--- src/rtl/beat_arbiter_pkg.sv ---
// beat_arb_pkg: shared state type and round-robin helper for the beat-stream arbiters.
package beat_arb_pkg;

   typedef enum logic [0:0] {
      IDLE = 1'b0,
      BUSY = 1'b1
   } arb_state_t;

   // Successor of idx in a ring of count entries, wrapping from count-1 to 0.
   function automatic logic [31:0] rr_next(input logic [31:0] idx, input logic [31:0] count);
      logic [31:0] nxt;
      if (idx == count - 32'd1) begin
         nxt = 32'd0;
      end else begin
         nxt = idx + 32'd1;
      end
      return nxt;
   endfunction

endpackage

--- src/rtl/beat_arbiter_if.sv ---
// beat_arbiter_if: requester-side beat channels and the shared transport channel.
interface beat_arbiter_if #(
   parameter int width = 32,
   parameter int count = 4
);
   localparam int srcw = $clog2(count);

   logic [count-1:0]       in_req;
   logic [count-1:0]       in__ENA;
   logic [count-1:0]       in__RDY;
   logic [count*width-1:0] in_v;
   logic [count-1:0]       in_last;
   logic                   out__ENA;
   logic                   out__RDY;
   logic [width-1:0]       out_v;
   logic                   out_last;
   logic [srcw-1:0]        out_src;

   // Requesters plus transport sink.
   modport master (output in_req, in__ENA, in_v, in_last, out__RDY,
                   input  in__RDY, out__ENA, out_v, out_last, out_src);

   // The arbiter itself.
   modport slave  (input  in_req, in__ENA, in_v, in_last, out__RDY,
                   output in__RDY, out__ENA, out_v, out_last, out_src);

   // Passive protocol observer.
   modport monitor (input in_req, in__ENA, in__RDY, in_last);
endinterface

--- src/rtl/beat_arbiter_rr_pick.sv ---
// beat_rr_pick: combinational rotating-priority picker; rr has the highest priority,
// priority falls going upward and wraps from count-1 to 0.
module beat_rr_pick #(
   parameter int count = 4,
   localparam int srcw = $clog2(count)
) (
   input  logic [count-1:0] req,
   input  logic [srcw-1:0]  rr,
   output logic             found,
   output logic [srcw-1:0]  idx
);

   logic [31:0]     sum_s;
   logic [srcw-1:0] cand_s;
   logic            hit_s;

   // Scan from lowest to highest priority so the best hit is the last one written.
   always_comb begin
      found  = 1'b0;
      idx    = {srcw{1'b0}};
      sum_s  = 32'd0;
      cand_s = {srcw{1'b0}};
      hit_s  = 1'b0;
      for (int k = count - 1; k >= 0; k--) begin
         sum_s  = 32'(rr) + 32'(k);
         cand_s = (sum_s >= 32'(count)) ? srcw'(sum_s - 32'(count)) : srcw'(sum_s);
         hit_s  = req[cand_s];
         found  = found | hit_s;
         idx    = hit_s ? cand_s : idx;
      end
   end

endmodule

--- src/rtl/beat_arbiter.sv ---
// beat_arbiter: message-level round-robin arbiter sharing one beat-stream channel.
// A grant is locked from a requester's first beat through its last beat; a single
// registered output buffer decouples requester timing from the transport ready.
module beat_arbiter
   import beat_arb_pkg::*;
#(
   parameter int width = 32,
   parameter int count = 4,
   localparam int srcw = $clog2(count)
) (
   input  logic          CLK,
   input  logic          nRST,
   beat_arbiter_if.slave bus
);

   arb_state_t       state_r;
   logic [srcw-1:0]  grant_r;
   logic [srcw-1:0]  rr_r;
   logic             obuf_valid_r;
   logic [width-1:0] obuf_v_r;
   logic             obuf_last_r;
   logic [srcw-1:0]  obuf_src_r;

   logic             pick_found_s;
   logic [srcw-1:0]  pick_idx_s;
   logic             space_s;
   logic             accept_s;
   logic             accept_last_s;
   logic [count-1:0] in_rdy_s;
   logic [width-1:0] beat_v_s;

   beat_rr_pick #(
      .count (count)
   ) u_pick (
      .req   (bus.in_req),
      .rr    (rr_r),
      .found (pick_found_s),
      .idx   (pick_idx_s)
   );

   // Decode ready, acceptance and beat payload for the locked requester.
   always_comb begin
      space_s            = !obuf_valid_r || bus.out__RDY;
      in_rdy_s           = {count{1'b0}};
      in_rdy_s[grant_r]  = (state_r == BUSY) && space_s;
      accept_s           = (state_r == BUSY) && space_s && bus.in__ENA[grant_r];
      accept_last_s      = accept_s && bus.in_last[grant_r];
      beat_v_s           = bus.in_v[grant_r*width +: width];
   end

   assign bus.in__RDY  = in_rdy_s;
   assign bus.out__ENA = obuf_valid_r && bus.out__RDY;
   assign bus.out_v    = obuf_v_r;
   assign bus.out_last = obuf_last_r;
   assign bus.out_src  = obuf_src_r;

   // Arbitration FSM: pick in IDLE, hold the grant until its last beat is accepted.
   always_ff @(posedge CLK) begin
      if (nRST) begin
         state_r <= IDLE;
         grant_r <= {srcw{1'b0}};
         rr_r    <= {srcw{1'b0}};
      end else begin
         case (state_r)
            IDLE: begin
               if (pick_found_s) begin
                  grant_r <= pick_idx_s;
                  state_r <= BUSY;
               end
            end
            BUSY: begin
               if (accept_last_s) begin
                  rr_r    <= srcw'(rr_next(32'(grant_r), 32'(count)));
                  state_r <= IDLE;
               end
            end
            default: begin
               state_r <= IDLE;
            end
         endcase
      end
   end

   // Output buffer: a load wins over a drain, so load-and-transfer keeps it full.
   always_ff @(posedge CLK) begin
      if (nRST) begin
         obuf_valid_r <= 1'b0;
         obuf_v_r     <= {width{1'b0}};
         obuf_last_r  <= 1'b0;
         obuf_src_r   <= {srcw{1'b0}};
      end else begin
         if (accept_s) begin
            obuf_valid_r <= 1'b1;
            obuf_v_r     <= beat_v_s;
            obuf_last_r  <= bus.in_last[grant_r];
            obuf_src_r   <= grant_r;
         end else if (obuf_valid_r && bus.out__RDY) begin
            obuf_valid_r <= 1'b0;
         end
      end
   end

endmodule

--- src/flat_wrapper.sv ---
// flat-port wrapper written by rule: the top's interface ports become plain ports
module beat_arbiter_flat import beat_arb_pkg::*;
#(
   parameter int width = 32,
   parameter int count = 4,
   localparam int srcw = $clog2(count)
)
  (CLK, nRST, bus_in_req, bus_in__ENA, bus_in_v, bus_in_last, bus_out__RDY, bus_in__RDY, bus_out__ENA, bus_out_v, bus_out_last, bus_out_src);
  beat_arbiter_if #(.width(width), .count(count)) bus_i ();
  input  logic CLK;
  input  logic nRST;
  input wire logic [$bits(bus_i.in_req)-1:0] bus_in_req;
  input wire logic [$bits(bus_i.in__ENA)-1:0] bus_in__ENA;
  input wire logic [$bits(bus_i.in_v)-1:0] bus_in_v;
  input wire logic [$bits(bus_i.in_last)-1:0] bus_in_last;
  input wire logic [$bits(bus_i.out__RDY)-1:0] bus_out__RDY;
  output wire logic [$bits(bus_i.in__RDY)-1:0] bus_in__RDY;
  output wire logic [$bits(bus_i.out__ENA)-1:0] bus_out__ENA;
  output wire logic [$bits(bus_i.out_v)-1:0] bus_out_v;
  output wire logic [$bits(bus_i.out_last)-1:0] bus_out_last;
  output wire logic [$bits(bus_i.out_src)-1:0] bus_out_src;
  assign bus_i.in_req = bus_in_req;
  assign bus_i.in__ENA = bus_in__ENA;
  assign bus_i.in_v = bus_in_v;
  assign bus_i.in_last = bus_in_last;
  assign bus_i.out__RDY = bus_out__RDY;
  assign bus_in__RDY = bus_i.in__RDY;
  assign bus_out__ENA = bus_i.out__ENA;
  assign bus_out_v = bus_i.out_v;
  assign bus_out_last = bus_i.out_last;
  assign bus_out_src = bus_i.out_src;
  beat_arbiter #(.width(width), .count(count)) u_core (.CLK(CLK), .nRST(nRST), .bus(bus_i));
endmodule
--- config.mk ---
export PLATFORM = sky130hd
export DESIGN_NAME = beat_arbiter_flat
export DESIGN_NICKNAME = d
export VERILOG_FILES = /design/src/rtl/beat_arbiter_pkg.sv /design/src/rtl/beat_arbiter_if.sv /design/src/rtl/beat_arbiter_rr_pick.sv /design/src/rtl/beat_arbiter.sv /design/src/flat_wrapper.sv
export SDC_FILE = /design/constraint.sdc
export NUM_CORES = 1
export LEC_CHECK = 0
export ABC_CLOCK_PERIOD_IN_PS = 3200
export CAP_MARGIN = 20
export CELL_PAD_IN_SITES_DETAIL_PLACEMENT = 1
export CELL_PAD_IN_SITES_GLOBAL_PLACEMENT = 2
export CORE_MARGIN = 2
export CORE_UTILIZATION = 19
export CTS_BUF_LIST = sky130_fd_sc_hd__clkbuf_8 sky130_fd_sc_hd__clkbuf_16
export DETAILED_ROUTE_END_ITERATION = 12
export GPL_ROUTABILITY_DRIVEN = 1
export GPL_TIMING_DRIVEN = 0
export PLACE_DENSITY_LB_ADDON = 0.1
export SETUP_SLACK_MARGIN = 0.5
export SLEW_MARGIN = 15
export SYNTH_ARGS = -nofsm -noshare
export SYNTH_HDL_FRONTEND = slang
export SYNTH_SLANG_ARGS = --single-unit
export TNS_END_PERCENT = 100
--- constraint.sdc ---
create_clock -name CLK -period 3.2 [get_ports CLK]
set_input_delay 0.48 -clock CLK [delete_from_list [all_inputs] [get_ports CLK]]
set_output_delay 0.48 -clock CLK [all_outputs]
set_load 0.05 [all_outputs]
==> Word level (Yosys, flattened, before mapping) <==
Index checks and enable logic that the tools add are counted.
{ "totals": {"inputBits": 143, "regBits": 41, "out_inout_bits": 40, "elab_cells": 70} }
{ "op_classes": {"magnitude_cmp": 10, "eq_ne": 1, "muxes": 28, "n_addsub": 8, "n_bitwise": 5, "n_reduce_logical": 10, "shifts": 1} }
{ "ops": {"columns": ["cell", "count"], "rows": [
  ["128-bit by 8-bit variable part select with 32-bit output", 1],
  ["2-bit two-way mux", 9],
  ["2-bit by 3-bit < comparator with 1-bit output, second input constant", 5],
  ["1-bit binary-select mux with 2-bit select", 6],
  ["1-bit two-way mux", 11],
  ["3-bit greater-or-equal comparator, second input constant", 3],
  ["2-bit by 1-bit subtractor with 2-bit output, second input constant", 4],
  ["2-bit by 2-bit adder with 3-bit output, second input constant", 2],
  ["1-bit logical AND", 5],
  ["4-bit AND", 1],
  ["2-bit AND reduction", 2],
  ["2-bit by 1-bit adder with 3-bit output, second input constant", 1],
  ["2-bit by 3-bit greater-or-equal comparator with 1-bit output, second input constant", 1],
  ["1-bit bitwise OR", 3],
  ["2-bit by 1-bit adder with 2-bit output, second input constant", 1],
  ["1-bit demux with 2-bit select", 1],
  ["2-bit equality test, second input constant", 1],
  ["2-bit by 1-bit greater-or-equal comparator with 1-bit output, second input constant", 1],
  ["1-bit case mux with 2 select lines", 1],
  ["2-bit nonzero test", 1],
  ["1-bit zero test", 1],
  ["1-bit logical OR", 1],
  ["1-bit NOT", 1]
]} }

==> Depth between registers and ports, before layout <==
Gate-level depths: netlist of run 1.
{ "logic_depth": {"word_depth": 10, "mapped_depth": 7, "depth_no_buf": 4} }

==> Modules after synthesis <==
A second synthesis of run 1 with hierarchy kept.
{ "hier_totals": {"cells_unflattened": 247, "hier_area_um2": 2482.4} }
{ "modules_own_cells": {"columns": ["module", "n_inst", "seq_area_each_um2", "cells_each", "area_per_inst_um2"], "rows": [
  ["beat_arbiter", 1, 820.8, 234, 2404.8],
  ["beat_rr_pick", 1, 0.0, 13, 77.6]
]} }

==> Worst setup path after synthesis of run 1 <==
OpenSTA, ideal clock, no wires.
{ "synth_path": {"path_type": "register to output", "start": "reg u_core.grant_r[1]", "end": "out bus_in__RDY[1]", "path_slack_ps": 1257, "required_ps": 2720, "arrival_ps": 1463, "path_buffers": 2, "stages_incl_launch_ff": 6, "path_cell_list": "dfxtp_1 > buf_2 > buf_1 > inv_1 > ha_1 > and3_1"} }
{ "synth_between": {"elab_chain_cells": 5, "word_cells_on_any_way": 6, "classes_between": "2 x order compare; 2 x mux; 1 x bitwise; 1 x reduce/logical"} }
{ "synth_rtl": {"columns": ["element", "line_no", "source"], "rows": [
  ["start: declaration", "beat_arbiter.sv:17", "logic [srcw-1:0] grant_r;"],
  ["start signal: assignment", "beat_arbiter.sv:61", "grant_r <= {srcw{1'b0}};"],
  ["start signal: assignment", "beat_arbiter.sv:67", "grant_r <= pick_idx_s;"],
  ["2-bit by 3-bit < comparator with 1-bit output (not written as such) / 2-bit by 1-bit greater-or-equal comparator with 1-bit output (equally long branches)", "beat_arbiter.sv:45", "in_rdy_s[grant_r] = (state_r == BUSY) && space_s;"],
  ["1-bit logical AND", "beat_arbiter.sv:45", null],
  ["1-bit two-way mux (not written as such)", "beat_arbiter.sv:45", null],
  ["1-bit demux with 2-bit select *", null, null],
  ["4-bit AND (no line) *", null, null],
  ["end: declaration", "flat_wrapper.sv:17", "output wire logic [$bits(bus_i.in__RDY)-1:0] bus_in__RDY;"]
]} }
Mark *: on every way between the ends. The rest lies on a longest branch, timed or not.

==> Worst setup path after layout of run 1 <==
Ends and elaborated chain as after synthesis.

==> results of run 1 <==
==> stage by stage <==
step	area (sq um)	util [%]	worst slack, ns	hold WS, ns	total power [mW]
after floorplan	2430	-	1.26	0.432	0.882
after global placement	4460	35.5	0.213	0.441	1.17
after detailed placement	4460	35.5	0.141	0.448	1.18
after CTS	4630	36.9	0.482	0.457	1.79
after global routing	4640	36.9	0.485	0.480	1.85
final	4640	36.9	0.610	0.454	1.76
==> how the worst min path moves through the flow <==
| stage | cells past startpoint | slack (ns) | start | to |
|---|---|---|---|---|
| floorplan | 2 | 0.43 | u_core.rr_r[0] | u_core.rr_r[0] |
| global placement | 2 | 0.44 | u_core.bus.out_v[7] | u_core.bus.out_v[7] |
| detailed placement | 2 | 0.45 | u_core.bus.out_v[28] | u_core.bus.out_v[28] |
| CTS | 2 | 0.46 | u_core.bus.out_v[28] | u_core.bus.out_v[28] |
| global route | 2 | 0.48 | u_core.bus.out_v[12] | u_core.bus.out_v[12] |
| finish | 2 | 0.45 | u_core.bus.out_v[27] | u_core.bus.out_v[27] |
==> logic make-up (layout without fill, tap and decap cells) <==
family | Yosys count | count (layout) | synth area share, %
DFF | 41 | 41 | 33.7
buffers and inverters | 25 | 214 | 5.09
muxes | 38 | 38 | 33.2
and+or+nand+nor | 87 | 87 | 15.1
AOI/OAI and AO/OA | 49 | 49 | 10.8
adders and majority gates | 4 | 4 | 2.06
==> routing by layer <==
layer	global-route usage, %	up-vias
met2	24.7	102
li1	-	1261
met4	3.53	0
met1	15.8	1262
met5	0	-
met3	5.05	7
==> cell type report <==
class / instances / area [sq um]
Fill cell: 1413 / 7930
Timing Repair Buffer: 181 / 1810
Multi-Input combinational cell: 178 / 1490
Sequential cell: 41 / 821
Tap cell: 172 / 215
Clock buffer: 6 / 139
Buffer: 22 / 120
Clock inverter: 2 / 37.5
Inverter: 3 / 11.3
==> sequential cells by signal (all words and copies together), names as in the netlist <==
register and count:
u_core.bus.out_v 32, u_core.bus.out_src 2, u_core.grant_r 2, u_core.rr_r 2
u_core.bus.out_last 1, u_core.obuf_valid_r 1, u_core.state_r 1
==> layout by cell type (no fill, tap or decap), drive strengths merged, types with 2 or more instances in the layout <==
cell type / n
clkdlybuf4s50: 177
nand2: 70
a21oi: 41
dfxtp: 41
mux4: 34
clkbuf: 18
buf: 10
and3: 5
nor2: 4
ha: 4
dlygate4sd2: 4
inv: 3
mux2: 3
nand2b: 2
o21ai: 2
nand3: 2
==> critical path, cell delays in order (launching register included) <==
cell	delay (ns)
dfxtp_1	0.36
buf_2	0.27
clkbuf_4	0.32
inv_1	0.12
ha_1	0.18
and3_1	0.15
dlygate4sd2_1	0.41
==> power by group <==
part           total [mW]  switching (mW)  internal (mW)
Clock               0.600           0.211          0.389
Sequential          0.564          0.0193          0.544
Combinational       0.592           0.274          0.318
Total                1.76           0.504           1.25
==> Yosys cell counts, drive strengths merged <==
cell,n
inv,3
dfxtp,41
nand3,2
nor2,4
nor4,1
mux2,3
clkbuf,10
a21o,1
nand4,1
or3,1
mux2i,1
o2111ai,1
ha,4
o21a,1
mux4,34
o21ai,2
and3,5
nand2,70
a2bb2oi,1
a31oi,1
o221ai,1
and2,1
buf,12
a21oi,41
nand2b,2
==> results.py, run 1 <==
metrics = {
    "power": {
        "leakage_nw": 1.61,
        "p_per_area_mw_per_mm2": 378,
        "vdd_drop_max_mv": 0.175,
    },
    "timing": {
        "fin_tns_setup_ns": 0,
        "fin_crit_sh_pct": 80.9,
        "setup_violations": 0,
        "max_slew_margin_pct": 51.5,
        "fin_worst_skew_ns": 0.00468,
        "worst_slew_pin_slew_ns": 0.728,
        "maxSlewViolCount": 0,
        "min_period_ns": 2.59,
        "fmax_mhz": 386,
        "rsz0062_at_grt": "true",
        "finalHoldViolCount": 0,
    },
    "routing": {
        "routed_wl_microns": 9780,
        "routed-wl-met2_microns": 4960,
        "drc": 0,
        "via_per_inst": 4.35,
        "drtPass1Iterations": 4,
        "wl_met3_microns": 912,
        "highest_layer": "met4",
        "drtIter0Drc": 76,
        "drtAntennaViolNets": 0,
        "wire_per_inst_microns": 16.2,
        "vias": 2632,
        "met1_length_microns": 3820,
    },
    "final_layout": {
        "syn_to_final_growth_pct": 90.6,
        "nets": 579,
        "drive_gt1_share_pct": 14.1,
        "fin_cells": 605,
        "antennaDiodeCount": 0,
    },
    "clocking": {
        "clk_pin_slew_ns": 0.06,
        "clkSinkCount": 41,
        "tritoncts": "built",
        "cts_buffer_depth": 2,
        "cts_setup_buffers": 0,
        "cts_root_buffer": "clkbuf_16",
        "cts_htree_levels": 2,
        "numCtsBuffers": 5,
        "worstSkewPairLatency_ns": 0.28,
        "cts-hold-fix-buffers": 0,
        "cts_resized": 5,
    },
    "setup_path": {
        "setup.worst_path.start": "u_core.grant_r[1]",
        "r2r_cells": 5,
        "path_max_fanout": 10,
        "crit_path_end": "bus_in__RDY[1]",
        "r2r_slack_ns": 1.24,
        "crit_type": "register to primary output",
        "timing.rr.end": "u_core.bus.out_v[28]",
        "crit_path_end_kind": "primary output",
        "cp.arrival_ns": 2.11,
        "reg2reg_from": "u_core.grant_r[0]",
        "required_ns": 2.72,
        "start_kind": "register",
    },
    "floorplanning": {
        "initial_core_util_pct": 19.4,
        "core-area_sq_mm": 0.0126,
        "die_h_microns": 117,
        "row_count": 41,
        "num_io_pins": 183,
        "dieArea_sq_mm": 0.0137,
        "chipWidth_microns": 117,
    },
    "global_route": {
        "grt_first_pass_wirelength_microns": 14300,
        "grt_max_degree": 14,
        "grt-ovfl-total": 0,
        "grtUsageTotal_pct": 13.9,
        "first_global_vias": 2756,
        "antenna_found_initial": 0,
    },
    "yosys": {
        "synth_nets": 391,
        "seq_area_frac_synth_pct": 33.7,
        "yosysWarnings": 0,
        "synth_top_area_share_pct": 33.7,
        "synth_cells": 244,
        "ys_ff_latch": 41,
        "netlist_area_sq_mm": 0.00243,
        "synth_area_leader_cell": "dfxtp_1",
        "synth_cell_types": 29,
        "synth_area_leaders": "dfxtp_1 (34%), mux4_2 (31%), nand2_1 (11%), a21oi_1 (8.4%), ha_1 (2.1%)",
        "avgSynthCellArea_sq_um": 9.98,
    },
    "placed_design": {
        "port_buffers": 181,
        "dp_hpwl_microns": 7930,
        "placed_cells": 597,
        "gp_congestion": 0.722,
    },
    "status": {
        "status": "finished clean",
    },
    "flow_run": {
        "maxCapViolCount": 0,
    },
    "worst_hold_path": {
        "hold_path.class": "register to register",
    },
}
(Power assumes the default switching activity.)
==> inputs of run 2 (changes only) <==
--- a/config.mk
+++ b/config.mk
@@ -5,12 +5,12 @@
 export SDC_FILE = /design/constraint.sdc
 export NUM_CORES = 1
 export LEC_CHECK = 0
-export ABC_CLOCK_PERIOD_IN_PS = 3200
+export ABC_CLOCK_PERIOD_IN_PS = 2600
 export CAP_MARGIN = 20
 export CELL_PAD_IN_SITES_DETAIL_PLACEMENT = 1
 export CELL_PAD_IN_SITES_GLOBAL_PLACEMENT = 2
 export CORE_MARGIN = 2
-export CORE_UTILIZATION = 19
+export CORE_UTILIZATION = 18
 export CTS_BUF_LIST = sky130_fd_sc_hd__clkbuf_8 sky130_fd_sc_hd__clkbuf_16
 export DETAILED_ROUTE_END_ITERATION = 12
 export GPL_ROUTABILITY_DRIVEN = 1
==> constraint.sdc (replaced) <==
create_clock -name CLK -period 2.6 [get_ports CLK]
set_input_delay 0.39 -clock CLK [delete_from_list [all_inputs] [get_ports CLK]]
set_output_delay 0.39 -clock CLK [all_outputs]
set_load 0.05 [all_outputs]
==> run 2 against run 1 <==
Net effect:
- worst setup slack got worse by 0.018 ns
- register-to-register slack got worse by 0.52 ns
- first-iteration DRC count decreased by 7.9%
- critical path type is now input pin to primary output
==> results.py, run 2 (same netlist as run 1, synthesis figures left out) <==
metrics = {
    "status": {
        "status": "finished clean",
    },
    "power": {
        "switchingPower_mw": 0.621,
        "vdd_drop_max_mv": 0.197,
        "p_per_area_mw_per_mm2": 463,
        "seqPwrFrac_pct": 32.1,
        "leakage_nw": 1.63,
        "pwr-share-clk_pct": 33.9,
        "pwr-share-comb_pct": 34.0,
        "swShare_pct": 28.7,
        "p_int_mw": 1.54,
    },
    "setup_path": {
        "crit_path_end_kind": "primary output",
        "path_max_fanout": 10,
        "crit_type": "input pin to primary output",
        "start_kind": "input pin",
        "cp.arrival_ns": 1.62,
        "required_ns": 2.21,
    },
    "final_layout": {
        "fin_cells": 612,
        "syn_to_final_growth_pct": 91.8,
        "final_common_cell": "clkdlybuf4s50_1",
        "largest_reg_flops": 32,
        "drive_gt1_share_pct": 15.6,
        "antennaDiodeCount": 0,
        "layout.cells.most_common_list": "clkdlybuf4s50_1 (176), nand2_1 (70), a21oi_1 (41)",
        "fin_util_pct": 35.3,
        "nets": 582,
    },
    "global_route": {
        "antenna_found_initial": 0,
        "grtUsageTotal_pct": 13.4,
        "grt_max_degree": 13,
        "grt-ovfl-total": 0,
        "first_global_vias": 2835,
        "grt_first_pass_wirelength_microns": 15000,
    },
    "floorplanning": {
        "core-area_sq_mm": 0.0132,
        "dieArea_sq_mm": 0.0145,
        "chipWidth_microns": 120,
        "die_h_microns": 120,
        "num_io_pins": 183,
        "initial_core_util_pct": 18.4,
        "row_count": 42,
    },
    "worst_hold_path": {
        "hold_path.class": "input pin to register",
    },
    "flow_run": {
        "maxCapViolCount": 0,
    },
    "clocking": {
        "tritoncts": "built",
        "clk_pin_slew_ns": 0.06,
        "clkSinkCount": 41,
        "numCtsBuffers": 5,
        "cts_htree_levels": 2,
        "cts-hold-fix-buffers": 0,
        "cts_buffer_depth": 2,
        "worstSkewPairLatency_ns": 0.29,
        "cts_root_buffer": "clkbuf_16",
    },
    "timing": {
        "fin_crit_sh_pct": 77.2,
        "setup_violations": 0,
        "hold_ws_ns": 0.415,
        "min_period_ns": 2.01,
        "setup_slack_ns": 0.592,
        "max_slew_margin_pct": 55.5,
        "worst_slew_pin_slew_ns": 0.668,
        "maxSlewViolCount": 0,
        "fin_worst_skew_ns": 0.00733,
        "rsz0062_at_grt": "false",
        "fmax_mhz": 498,
        "finalHoldViolCount": 0,
    },
    "placed_design": {
        "gp_congestion": 0.691,
        "dp_hpwl_microns": 7900,
        "placed_cells": 601,
        "dpl_worst_slack_ns": -0.264,
        "port_buffers": 181,
    },
    "routing": {
        "drtPass1Iterations": 4,
        "via_per_inst": 4.38,
        "met1_length_microns": 3720,
        "wl_met3_microns": 760,
        "drc": 0,
        "routed-wl-met2_microns": 5310,
        "drtAntennaViolNets": 0,
        "highest_layer": "met4",
        "drtIter0Drc": 70,
        "wire_per_inst_microns": 16.2,
        "vias": 2681,
        "routed_wl_microns": 9890,
    },
}
run 2: cell types whose count changed in the layout (fill, tap and decap cells not counted), sizes merged:
cell and delta:
clkdlybuf4s50 -1, clkinvlp -1, buf +7, inv +1, dlygate4sd2 -3
run 2: what timing repair did:
| action | 4_1_cts | 5_1_grt |
|---|---|---|
| pin swaps | 0 | 0 |
| buffers inserted | 0 | 3 |
| gates cloned | 0 | 0 |
| endpoints found under the setup margin | 5 | 4 |
| endpoints found under the hold margin | 0 | 0 |
| resized for setup | 30 | 4 |
run 2: worst paths after layout:
path                             start  slack, ns                   end  depth (start not counted)
setup / recovery          bus_out__RDY       0.59        bus_in__RDY[3]                          5
hold / removal                    nRST       0.42   u_core.obuf_valid_r                          2
setup reg to reg     u_core.grant_r[0]       0.72  u_core.bus.out_v[19]                          5
hold reg to reg   u_core.bus.out_v[19]       0.45  u_core.bus.out_v[19]                          2
run 2: critical path, cell delays in order:
cell and delay, ns:
clkdlybuf4s50_1 0.46, nand2b_1 0.09, buf_2 0.23, and3_1 0.18, buf_2 0.26
run 2: per-layer routing:
metal	global-route usage, %	vias to the layer above
met5	0	-
met4	3.05	0
met3	3.87	7
met2	25.5	100
met1	14.6	1309
li1	-	1265
run 2: area by class of cell:
type | instances | area (sq um)
tap | 176 | 220
sequential | 41 | 822
clock buffer | 6 | 139
timing repair buffer | 184 | 1820
clock inverter | 2 | 33.8
buffer | 22 | 134
fill | 1536 | 8570
inverter | 3 | 11.3
multi-input combinational | 178 | 1490
run 2: power by group through the flow:
stage | Combinational (mW) | Sequential [mW] | Clock (mW)
detailed placement | 0.743 | 0.708 | 0
global placement | 0.736 | 0.706 | 0
CTS | 0.745 | 0.695 | 0.770
global route | 0.790 | 0.701 | 0.793
floorplan | 0.258 | 0.827 | 0
finish | 0.736 | 0.694 | 0.734
run 2: stage by stage:
step | power, mW | cell area, sq um | TNS, ns
6_report | 2.16 | 4670 | 0
5_1_grt | 2.28 | 4670 | 0
4_1_cts | 2.21 | 4640 | 0
3_5_place_dp | 1.45 | 4470 | -0.931
3_3_place_gp | 1.44 | 4470 | -1.04
2_1_floorplan | 1.09 | 2430 | 0
